**config.mk**
```make
export PLATFORM = sky130hd
export DESIGN_NAME = mod_2nm1_reduce
export DESIGN_NICKNAME = d
export VERILOG_FILES = /design/src/rtl/mod2nm1_pkg.sv /design/src/rtl/mod_2nm1_reduce_add.sv /design/src/rtl/mod_2nm1_reduce.sv
export SDC_FILE = /design/constraint.sdc
export NUM_CORES = 1
export LEC_CHECK = 0
export ABC_AREA = 1
export BUFFER_PORTS_ARGS = -buffer_cell sky130_fd_sc_hd__buf_2
export CAP_MARGIN = 20
export CELL_PAD_IN_SITES_DETAIL_PLACEMENT = 0
export CELL_PAD_IN_SITES_GLOBAL_PLACEMENT = 1
export CORE_MARGIN = 5
export CORE_UTILIZATION = 42
export CTS_CLUSTER_DIAMETER = 200
export DETAILED_ROUTE_END_ITERATION = 6
export GPL_TIMING_DRIVEN = 0
export HOLD_SLACK_MARGIN = 0.03
export PLACE_DENSITY_LB_ADDON = 0.1
export SLEW_MARGIN = 20
export SYNTH_ARGS = -nofsm -noshare
export SYNTH_HDL_FRONTEND = slang
export SYNTH_SLANG_ARGS = --single-unit
```
**constraint.sdc**
```tcl
create_clock -name clk_i -period 2.75 [get_ports clk_i]
set_input_delay 0.275 -clock clk_i [delete_from_list [all_inputs] [get_ports clk_i]]
set_output_delay 0.275 -clock clk_i [all_outputs]
set_load 0.1 [all_outputs]
```
**src/rtl/mod2nm1_pkg.sv**
```systemverilog
// Shared types and helpers for the modulo-(2^n - 1) residue family.
package mod2nm1_pkg;

    typedef enum logic [1:0] {
        ST_IDLE = 2'd0,
        ST_FOLD = 2'd1,
        ST_DONE = 2'd2
    } state_t;

    // Widest residue word the helpers below can carry.
    localparam int MAX_W = 64;

    // Single-zero negation: callers zero-extend the residue and truncate the
    // result back to their width, so 0 maps to 0 and never to all-ones.
    function automatic logic [MAX_W-1:0] neg_s0(input logic [MAX_W-1:0] x);
        logic [MAX_W-1:0] r_s;
        if (x == {MAX_W{1'b0}}) begin
            r_s = {MAX_W{1'b0}};
        end else begin
            r_s = ~x;
        end
        return r_s;
    endfunction

endpackage

```
**src/rtl/mod_2nm1_reduce_add.sv**
```systemverilog
// End-around-carry adder modulo 2^width - 1 with single-zero output.
// speed selects the carry-prefix network: 0 ripple, 1 Brent-Kung, 2 Sklansky.
module AddMod2Nm1s0 #(
    parameter int width = 8,
    parameter int speed = 2
) (
    input  logic [width-1:0] a_i,
    input  logic [width-1:0] b_i,
    output logic [width-1:0] sum_o
);

    localparam int LOG_W = (width > 1) ? $clog2(width) : 1;

    logic [width-1:0] gen_s;
    logic [width-1:0] prop_s;
    logic [width-1:0] grp_g_s;
    logic [width-1:0] grp_p_s;
    logic [width-1:0] raw_sum_s;
    logic             cin_s;
    logic             zero_s;

    assign gen_s  = a_i & b_i;
    assign prop_s = a_i ^ b_i;

    // Group generate/propagate over bits [0..i] for every i.
    always_comb begin : prefix_net
        logic [width-1:0] g_v;
        logic [width-1:0] p_v;
        int src;
        g_v = gen_s;
        p_v = prop_s;
        if (speed == 0) begin
            for (int i = 1; i < width; i++) begin
                g_v[i] = g_v[i] | (p_v[i] & g_v[i-1]);
                p_v[i] = p_v[i] & p_v[i-1];
            end
        end else if (speed == 1) begin
            for (int l = 0; l < LOG_W; l++) begin
                for (int i = (2 << l) - 1; i < width; i += (2 << l)) begin
                    src    = i - (1 << l);
                    g_v[i] = g_v[i] | (p_v[i] & g_v[src]);
                    p_v[i] = p_v[i] & p_v[src];
                end
            end
            for (int l = LOG_W - 1; l >= 0; l--) begin
                for (int i = 3 * (1 << l) - 1; i < width; i += (2 << l)) begin
                    src    = i - (1 << l);
                    g_v[i] = g_v[i] | (p_v[i] & g_v[src]);
                    p_v[i] = p_v[i] & p_v[src];
                end
            end
        end else begin
            for (int l = 0; l < LOG_W; l++) begin
                for (int i = 0; i < width; i++) begin
                    if (((i >> l) & 1) == 1) begin
                        src    = ((i >> l) << l) - 1;
                        g_v[i] = g_v[i] | (p_v[i] & g_v[src]);
                        p_v[i] = p_v[i] & p_v[src];
                    end else begin
                        src = i;
                    end
                end
            end
        end
        grp_g_s = g_v;
        grp_p_s = p_v;
    end

    // The carry out of the top bit re-enters at bit 0 (end-around carry).
    assign cin_s = grp_g_s[width-1];

    // Sum bits using the prefix carries with the end-around carry-in.
    always_comb begin : sum_bits
        logic c_v;
        raw_sum_s = '0;
        for (int i = 0; i < width; i++) begin
            if (i == 0) begin
                c_v = cin_s;
            end else begin
                c_v = grp_g_s[i-1] | (grp_p_s[i-1] & cin_s);
            end
            raw_sum_s[i] = prop_s[i] ^ c_v;
        end
    end

    // All-ones appears only for a+b = 2^n-1 or a=b=all-ones; both mean zero.
    assign zero_s = grp_p_s[width-1] | (&gen_s);
    assign sum_o  = zero_s ? {width{1'b0}} : raw_sum_s;

endmodule

```
**src/rtl/mod_2nm1_reduce.sv**
```systemverilog
// Sequential binary-to-residue reducer: folds one width-bit chunk per cycle
// into an accumulator modulo 2^width - 1, optionally negating the result.
module mod_2nm1_reduce
    import mod2nm1_pkg::*;
#(
    parameter int width  = 8,
    parameter int chunks = 4,
    parameter int speed  = 2
) (
    input  logic                    clk_i,
    input  logic                    rst_i,
    input  logic                    in_valid_i,
    output logic                    in_ready_o,
    input  logic [chunks*width-1:0] in_data_i,
    input  logic                    in_neg_i,
    output logic                    out_valid_o,
    input  logic                    out_ready_i,
    output logic [width-1:0]        out_res_o,
    output logic                    busy_o
);

    localparam int CNT_W  = (chunks > 1) ? $clog2(chunks) : 1;
    localparam int DATA_W = chunks * width;

    state_t              state_r;
    logic [width-1:0]    acc_r;
    logic [width-1:0]    res_r;
    logic [DATA_W-1:0]   shreg_r;
    logic [CNT_W-1:0]    cnt_r;
    logic                neg_r;
    logic [width-1:0]    sum_s;
    logic [width-1:0]    fold_res_s;
    logic                last_s;

    AddMod2Nm1s0 #(
        .width (width),
        .speed (speed)
    ) u_add (
        .a_i   (acc_r),
        .b_i   (shreg_r[width-1:0]),
        .sum_o (sum_s)
    );

    assign last_s = (cnt_r == CNT_W'(chunks - 1));

    // Final residue as it will be latched on the last fold.
    always_comb begin
        fold_res_s = sum_s;
        if (neg_r) begin
            fold_res_s = width'(neg_s0(MAX_W'(sum_s)));
        end else begin
            fold_res_s = sum_s;
        end
    end

    // Control FSM with accumulator, shift register and result register.
    always_ff @(posedge clk_i or posedge rst_i) begin
        if (rst_i) begin
            state_r <= ST_IDLE;
            acc_r   <= '0;
            res_r   <= '0;
            shreg_r <= '0;
            cnt_r   <= '0;
            neg_r   <= 1'b0;
        end else begin
            case (state_r)
                ST_IDLE: begin
                    if (in_valid_i) begin
                        shreg_r <= in_data_i;
                        neg_r   <= in_neg_i;
                        acc_r   <= '0;
                        cnt_r   <= '0;
                        state_r <= ST_FOLD;
                    end
                end
                ST_FOLD: begin
                    acc_r   <= sum_s;
                    shreg_r <= shreg_r >> width;
                    cnt_r   <= cnt_r + CNT_W'(1);
                    if (last_s) begin
                        res_r   <= fold_res_s;
                        state_r <= ST_DONE;
                    end
                end
                ST_DONE: begin
                    if (out_ready_i) begin
                        state_r <= ST_IDLE;
                    end
                end
                default: begin
                    state_r <= ST_IDLE;
                end
            endcase
        end
    end

    assign in_ready_o  = (state_r == ST_IDLE);
    assign out_valid_o = (state_r == ST_DONE);
    assign busy_o      = (state_r != ST_IDLE);
    assign out_res_o   = res_r;

endmodule

```
==> results of run 1 <==
## sequential cells by signal, indices dropped and copies added, names as in the netlist
signal / count
acc_r: 8
cnt_r: 2
neg_r: 1
out_res_o: 8
shreg_r: 32
state_r: 2
## cell usage after synthesis
library cell | n | area share, %
xnor2_1 | 1 | 0.29
buf_2 | 1 | 0.17
o21ai_0 | 22 | 3.7
nand2_1 | 43 | 5.4
nor2_1 | 13 | 1.6
o21ai_2 | 1 | 0.29
nand2_4 | 2 | 0.76
fa_1 | 1 | 0.67
inv_2 | 6 | 0.76
a21oi_1 | 12 | 2.0
nor2_4 | 2 | 0.76
a31oi_1 | 5 | 1.0
o31ai_1 | 1 | 0.25
nor2_2 | 2 | 0.42
nand4_1 | 2 | 0.42
clkbuf_1 | 14 | 1.8
or2_2 | 9 | 1.9
nand3_2 | 1 | 0.34
a21oi_2 | 8 | 2.4
ha_1 | 9 | 3.8
nand2_2 | 13 | 2.7
dfrtp_1 | 53 | 45
nor3_1 | 25 | 4.2
inv_1 | 68 | 8.6
nand2_8 | 1 | 0.67
a221oi_1 | 24 | 7.1
o22ai_1 | 1 | 0.21
nand3_1 | 18 | 3.0
a22o_1 | 1 | 0.29
## metrics by stage
stage / std cells / cell area, um^2 / hold slack, ns
6_report: 509 / 3440 / 0.0404
5_1_grt: 509 / 3440 / 0.114
4_1_cts: 509 / 3420 / 0.0883
3_5_place_dp: 501 / 3330 / 0.431
3_3_place_gp: 501 / 3330 / 0.461
2_1_floorplan: 359 / 2980 / 0.370
## cell type report
type | count | share of cell area (%)
inverter | 74 | 8.15
tap | 96 | 3.49
timing repair buffer | 46 | 6.69
buffer | 15 | 1.67
clock inverter | 2 | 0.400
clock buffer | 6 | 2.11
sequential | 53 | 38.5
multi-input combinational | 217 | 38.9
## per-layer routing
metal	routed length [um]	up-vias	GRT usage, %
li1	-	1291	-
met1	3090	1138	21.5
met2	3390	49	29.5
met3	276	7	2.96
met4	70	0	4.33
met5	0	-	0
## critical path: stages, from the launching register on
cell and delay [ns]:
dfrtp_1 0.39, ha_1 0.36, nand2_1 0.08, inv_2 0.08, nand2_2 0.06, nand2_4 0.09
nand2_2 0.07, nand2_4 0.09, inv_2 0.05, fa_1 0.40, xnor2_2 0.16, nand2_1 0.12
nand2_1 0.11, nor2_4 0.17, nand2_8 0.10, nand2_2 0.07, a21oi_2 0.04
## cell families after synthesis
kind of cell | Yosys count | share of synthesized area, %
AND/OR/NAND/NOR | 131 | 22.3
buffers and inverters | 89 | 11.3
AO/OA/AOI/OAI | 75 | 17.2
flip-flops | 53 | 44.5
adder cells (fa/ha/maj) | 10 | 4.45
XOR/XNOR | 1 | 0.294
## worst paths after layout
check,end
max in group asynchronous,shreg_r[1]$_DFFE_PP0P_
worst min register to register,cnt_r[0]$_DFFE_PP0P_
min in group clk_i,state_r[1]$_DFFE_PP0P_
worst max register to register,out_res_o[0]$_DFFE_PP0P_
worst max-delay path,out_res_o[0]$_DFFE_PP0P_
worst min-delay path,out_res_o[7]$_DFFE_PP0P_
==> flow_summary_export.csv, run 1 <==
group,metric,value,unit
outcome,outcome,"finished clean",
setup_path,r2r_start,"acc_r[2]$_DFFE_PP0P_",
floorplan,die_area,8880,um^2
setup_path,cp-startpoint,"acc_r[2]$_DFFE_PP0P_",
setup_path,arrival,2.78,ns
final_layout,fillers,708,
global_route,overflow,0,
global_route,grt_max_degree,54,
route,wl,6830,um
floorplan,dieHeight,94.2,um
placed_design,place_worst_setup_slack,0.185,ns
setup_path,r2r_setup_slack,0.17,ns
sta,fmax,387,MHz
clock_tree,ctsResizeCount,0,
floorplan,rows,30,
global_route,grt_pass1_wl,11800,um
sta,setup_tns,0,ns
synthesis,ys_types,29,
synthesis,syn_nets,406,
final_layout,diodes,0,
sta,drv_slew,0,
placed_design,gp_congestion,0.825,
final_layout,drive_gt1_share,24.9,%
clock_tree,clock_sinks,53,
route,routed_via_density,4.88,
worst_hold_path,holdCritPathClass,"in -> async",
setup_path,required,2.95,ns
sta,slew_headroom,54.7,%
sta,fin_crit_sh,93.9,%
floorplan,start_util,43.6,%
clock_tree,cts.clk_slew.worst_paths,0.09,ns
sta,setup_viol_count_final,0,
final_layout,seq_area,1330,um^2
final_layout,layout.cells.most_common_list,"67 x inv_1, 53 x dfrtp_1, 47 x buf_2, 43 x nand2_1, 25 x nor3_1",
sta,fin_crit,2.58,ns
sta,worst_clock_skew,0.00539,ns
setup_path,crit_type,"reg -> reg",
synthesis,ys_seq_elements,53,
global_route,gr-usage-all-layers,16.9,%
setup_path,reg2regPathDepth,16,
clock_tree,cts_max_level,2,
route,firstDrtPassIters,4,
route,final_antenna_net_count,0,
floorplan,io_pins,48,
synthesis,syn_inst,359,
clock_tree,root_buffer,"clkbuf_8",
placed_design,dp_hpwl,5300,um
final_layout,multi_input_area,1340,um^2
clock_tree,cts_tree,"done",
placed_design,portBuffers,46,
synthesis,yosysSeqAreaShare,44.5,%
clock_tree,worstSkewPairLatency,0.31,ns
flow_run,maxCapViolCount,0,
synthesis,synth_warnings,0,
clock_tree,hold_buffers,0,
setup_path,end_kind,"flip-flop",
final_layout,layout_commonest_cell,"inv_1",
synthesis,mappedNetlistArea,2980,um^2
setup_path,crit_fanout,8,
sta,rsz0062_at_grt,"no",
final_layout,layout.nets,459,
global_route,antenna_found_initial,0,
sta,final-hold-violation-count,0,
global_route,grt_pass1_vias,2479,
route,post-route-drc-count,0,
synthesis,synth.avg_cell_area,8.30,um^2
floorplan,dieWidth,94.2,um
route,via_count,2485,
final_layout,fin_util,50.4,%
route,drt_iter0_markers,64,
final_layout,syn_to_final_growth,15.5,%
sta,tightest_slew,0.679,ns
setup_path,crit_path_start_kind,"flip-flop",
floorplan,fp.coreArea,6830,um^2
clock_tree,numCtsBuffers,5,
sta,setup_ws,0.169,ns
route,wl_per_cell,13.4,um
clock_tree,cts_setup_buffers,0,
clock_tree,clock_path_buffers,2,
Power of run 1 is not shown: default switching activity piles up to over one toggle a cycle in this logic, so the estimate is an artifact.
==> inputs of run 2 (changes only) <==
Settings changed: RECOVER_POWER set to 25.
==> run 2 against run 1 <==
Net effect: first-iteration DRC count stayed put; count of clock-buffer cells in the layout stayed put; worst setup slack stayed put; utilization hardly changed; register-to-register slack hardly changed; routed wire length hardly changed; critical path type unchanged; cell area hardly changed; critical path depth stayed put; clock skew stayed put; the run now ends with max-capacitance violations, max-slew violations left; non-clock buffer count stayed put.
==> flow_summary_export.csv, run 2 (synthesis results as in run 1) <==
group,metric,value,unit
setup_path,crit_type,"reg -> reg",
setup_path,arrival,2.78,ns
floorplan,start_util,43.6,%
sta,tightest_slew,2.02,ns
final_layout,largest_register_ff_count,32,
route,routed_via_density,4.88,
global_route,overflow,0,
outcome,violations,"max-capacitance violations, max-slew violations",
floorplan,rows,30,
sta,drv_slew,54,
floorplan,io_pins,48,
setup_path,reg2regPathDepth,16,
setup_path,r2r_setup_slack,0.17,ns
worst_hold_path,hold_start,"out_ready_i",
sta,rsz0062_at_grt,"no",
setup_path,crit_path_start_kind,"flip-flop",
floorplan,dieWidth,94.2,um
floorplan,die_area,8880,um^2
route,post-route-drc-count,0,
setup_path,end_kind,"flip-flop",
final_layout,largest-register,"shreg_r",
placed_design,gp_congestion,0.825,
final_layout,fillers,709,
sta,fin_crit,2.58,ns
clock_tree,worstSkewPairLatency,0.31,ns
sta,setup_viol_count_final,0,
clock_tree,clock_path_buffers,2,
floorplan,fp.coreArea,6830,um^2
setup_path,r2r_start,"acc_r[2]$_DFFE_PP0P_",
route,drt_iter0_markers,64,
clock_tree,cts.clk_slew.worst_paths,0.10,ns
setup_path,r2r_end,"out_res_o[0]$_DFFE_PP0P_",
final_layout,drive_gt1_share,24.7,%
route,final_antenna_net_count,0,
final_layout,syn_to_final_growth,15.4,%
final_layout,layout_commonest_cell,"inv_1",
clock_tree,cts_max_level,2,
final_layout,diodes,0,
flow_run,maxCapViolCount,1,
sta,fin_crit_sh,93.9,%
sta,slew_headroom,-34.8,%
global_route,gr-usage-all-layers,16.9,%
global_route,antenna_found_initial,0,
route,via_count,2485,
sta,fmax,387,MHz
global_route,grt_pass1_wl,11800,um
clock_tree,cts_tree,"done",
route,wl_per_cell,13.4,um
worst_hold_path,holdCritPathClass,"in -> reg",
global_route,grt_max_degree,54,
placed_design,portBuffers,46,
floorplan,dieHeight,94.2,um
sta,final-hold-violation-count,0,
clock_tree,cts_setup_buffers,0,
route,wl,6830,um
placed_design,dp_hpwl,5300,um
final_layout,layout.nets,459,
route,firstDrtPassIters,4,
sta,setup_tns,0,ns
setup_path,required,2.95,ns
clock_tree,clock_sinks,53,
sta,worst_clock_skew,0.00539,ns
setup_path,crit_fanout,8,
worst_hold_path,hold_depth,2,
clock_tree,root_buffer,"clkbuf_8",
clock_tree,numCtsBuffers,5,
outcome,outcome,"finished, violations left",
worst_hold_path,hold_end,"state_r[1]$_DFFE_PP0P_",
final_layout,layout.cells.most_common_list,"68 x inv_1, 53 x dfrtp_1, 47 x buf_2, 43 x nand2_1, 25 x nor3_1",
global_route,grt_pass1_vias,2479,
==> run 2: changes by cell type in the layout (fill, tap and decap cells not counted) <==
cell	delta
inv_1	+1
inv_4	-1
==> run 2: how the worst max path moves through the flow <==
stage                                to  depth (start not counted)                   start  slack (ns)
2_1_floorplan                    busy_o                          3  state_r[0]$_DFFE_PP0P_        0.12
3_3_place_gp   out_res_o[0]$_DFFE_PP0P_                         16  shreg_r[2]$_DFFE_PP0P_        0.20
3_5_place_dp   out_res_o[0]$_DFFE_PP0P_                         14  shreg_r[4]$_DFFE_PP0P_        0.18
4_1_cts        out_res_o[0]$_DFFE_PP0P_                         14  shreg_r[4]$_DFFE_PP0P_        0.17
5_1_grt        out_res_o[2]$_DFFE_PP0P_                         16  shreg_r[2]$_DFFE_PP0P_        0.01
6_report       out_res_o[0]$_DFFE_PP0P_                         16    acc_r[2]$_DFFE_PP0P_        0.17
==> run 2: repair_timing <==
item	CTS	global route
endpoints found under the hold margin	0	0
resized for setup	0	3
hold buffers	0	0
endpoints found under the setup margin	0	5
==> run 2: layer usage <==
metal | routed length, um | global-route usage (%) | up-vias
met2 | 3390 | 29.5 | 49
li1 | - | - | 1291
met5 | 0 | 0 | -
met3 | 276 | 2.96 | 7
met1 | 3090 | 21.5 | 1138
met4 | 70 | 4.33 | 0
==> run 2: stage by stage <==
| stage | util, % | area [um^2] | hold slack, ns | setup slack (ns) | std cells |
|---|---|---|---|---|---|
| floorplan | - | 2980 | 0.370 | 0.121 | 359 |
| CTS | 50.0 | 3420 | 0.0883 | 0.168 | 509 |
| finish | 50.3 | 3440 | 0.159 | 0.169 | 509 |
| detailed placement | 48.8 | 3330 | 0.431 | 0.185 | 501 |
| global route | 50.3 | 3440 | 0.159 | 0.0134 | 509 |
| global placement | 48.7 | 3330 | 0.461 | 0.202 | 501 |
==> run 2: worst max-delay path: stages (launching register included) <==
cell and delay, ns:
dfrtp_1 0.39, ha_1 0.36, nand2_1 0.08, inv_2 0.08, nand2_2 0.06, nand2_4 0.09
nand2_2 0.07, nand2_4 0.09, inv_2 0.05, fa_1 0.40, xnor2_2 0.16, nand2_1 0.12
nand2_1 0.11, nor2_4 0.17, nand2_8 0.10, nand2_2 0.07, a21oi_2 0.04
==> run 2: cell type report <==
| class | count | area (um^2) | share of cell area [%] |
|---|---|---|---|
| multi-input cells | 217 | 1340 | 39.0 |
| flip-flops and latches | 53 | 1330 | 38.6 |
| inverters | 74 | 278 | 8.08 |
| repair buffers | 46 | 230 | 6.70 |
| well taps | 96 | 120 | 3.49 |
| clock buffers | 6 | 72.6 | 2.11 |
| plain buffers | 15 | 57.6 | 1.67 |
| clock inverters | 2 | 13.8 | 0.400 |
Power of run 2 is left out for the same reason.
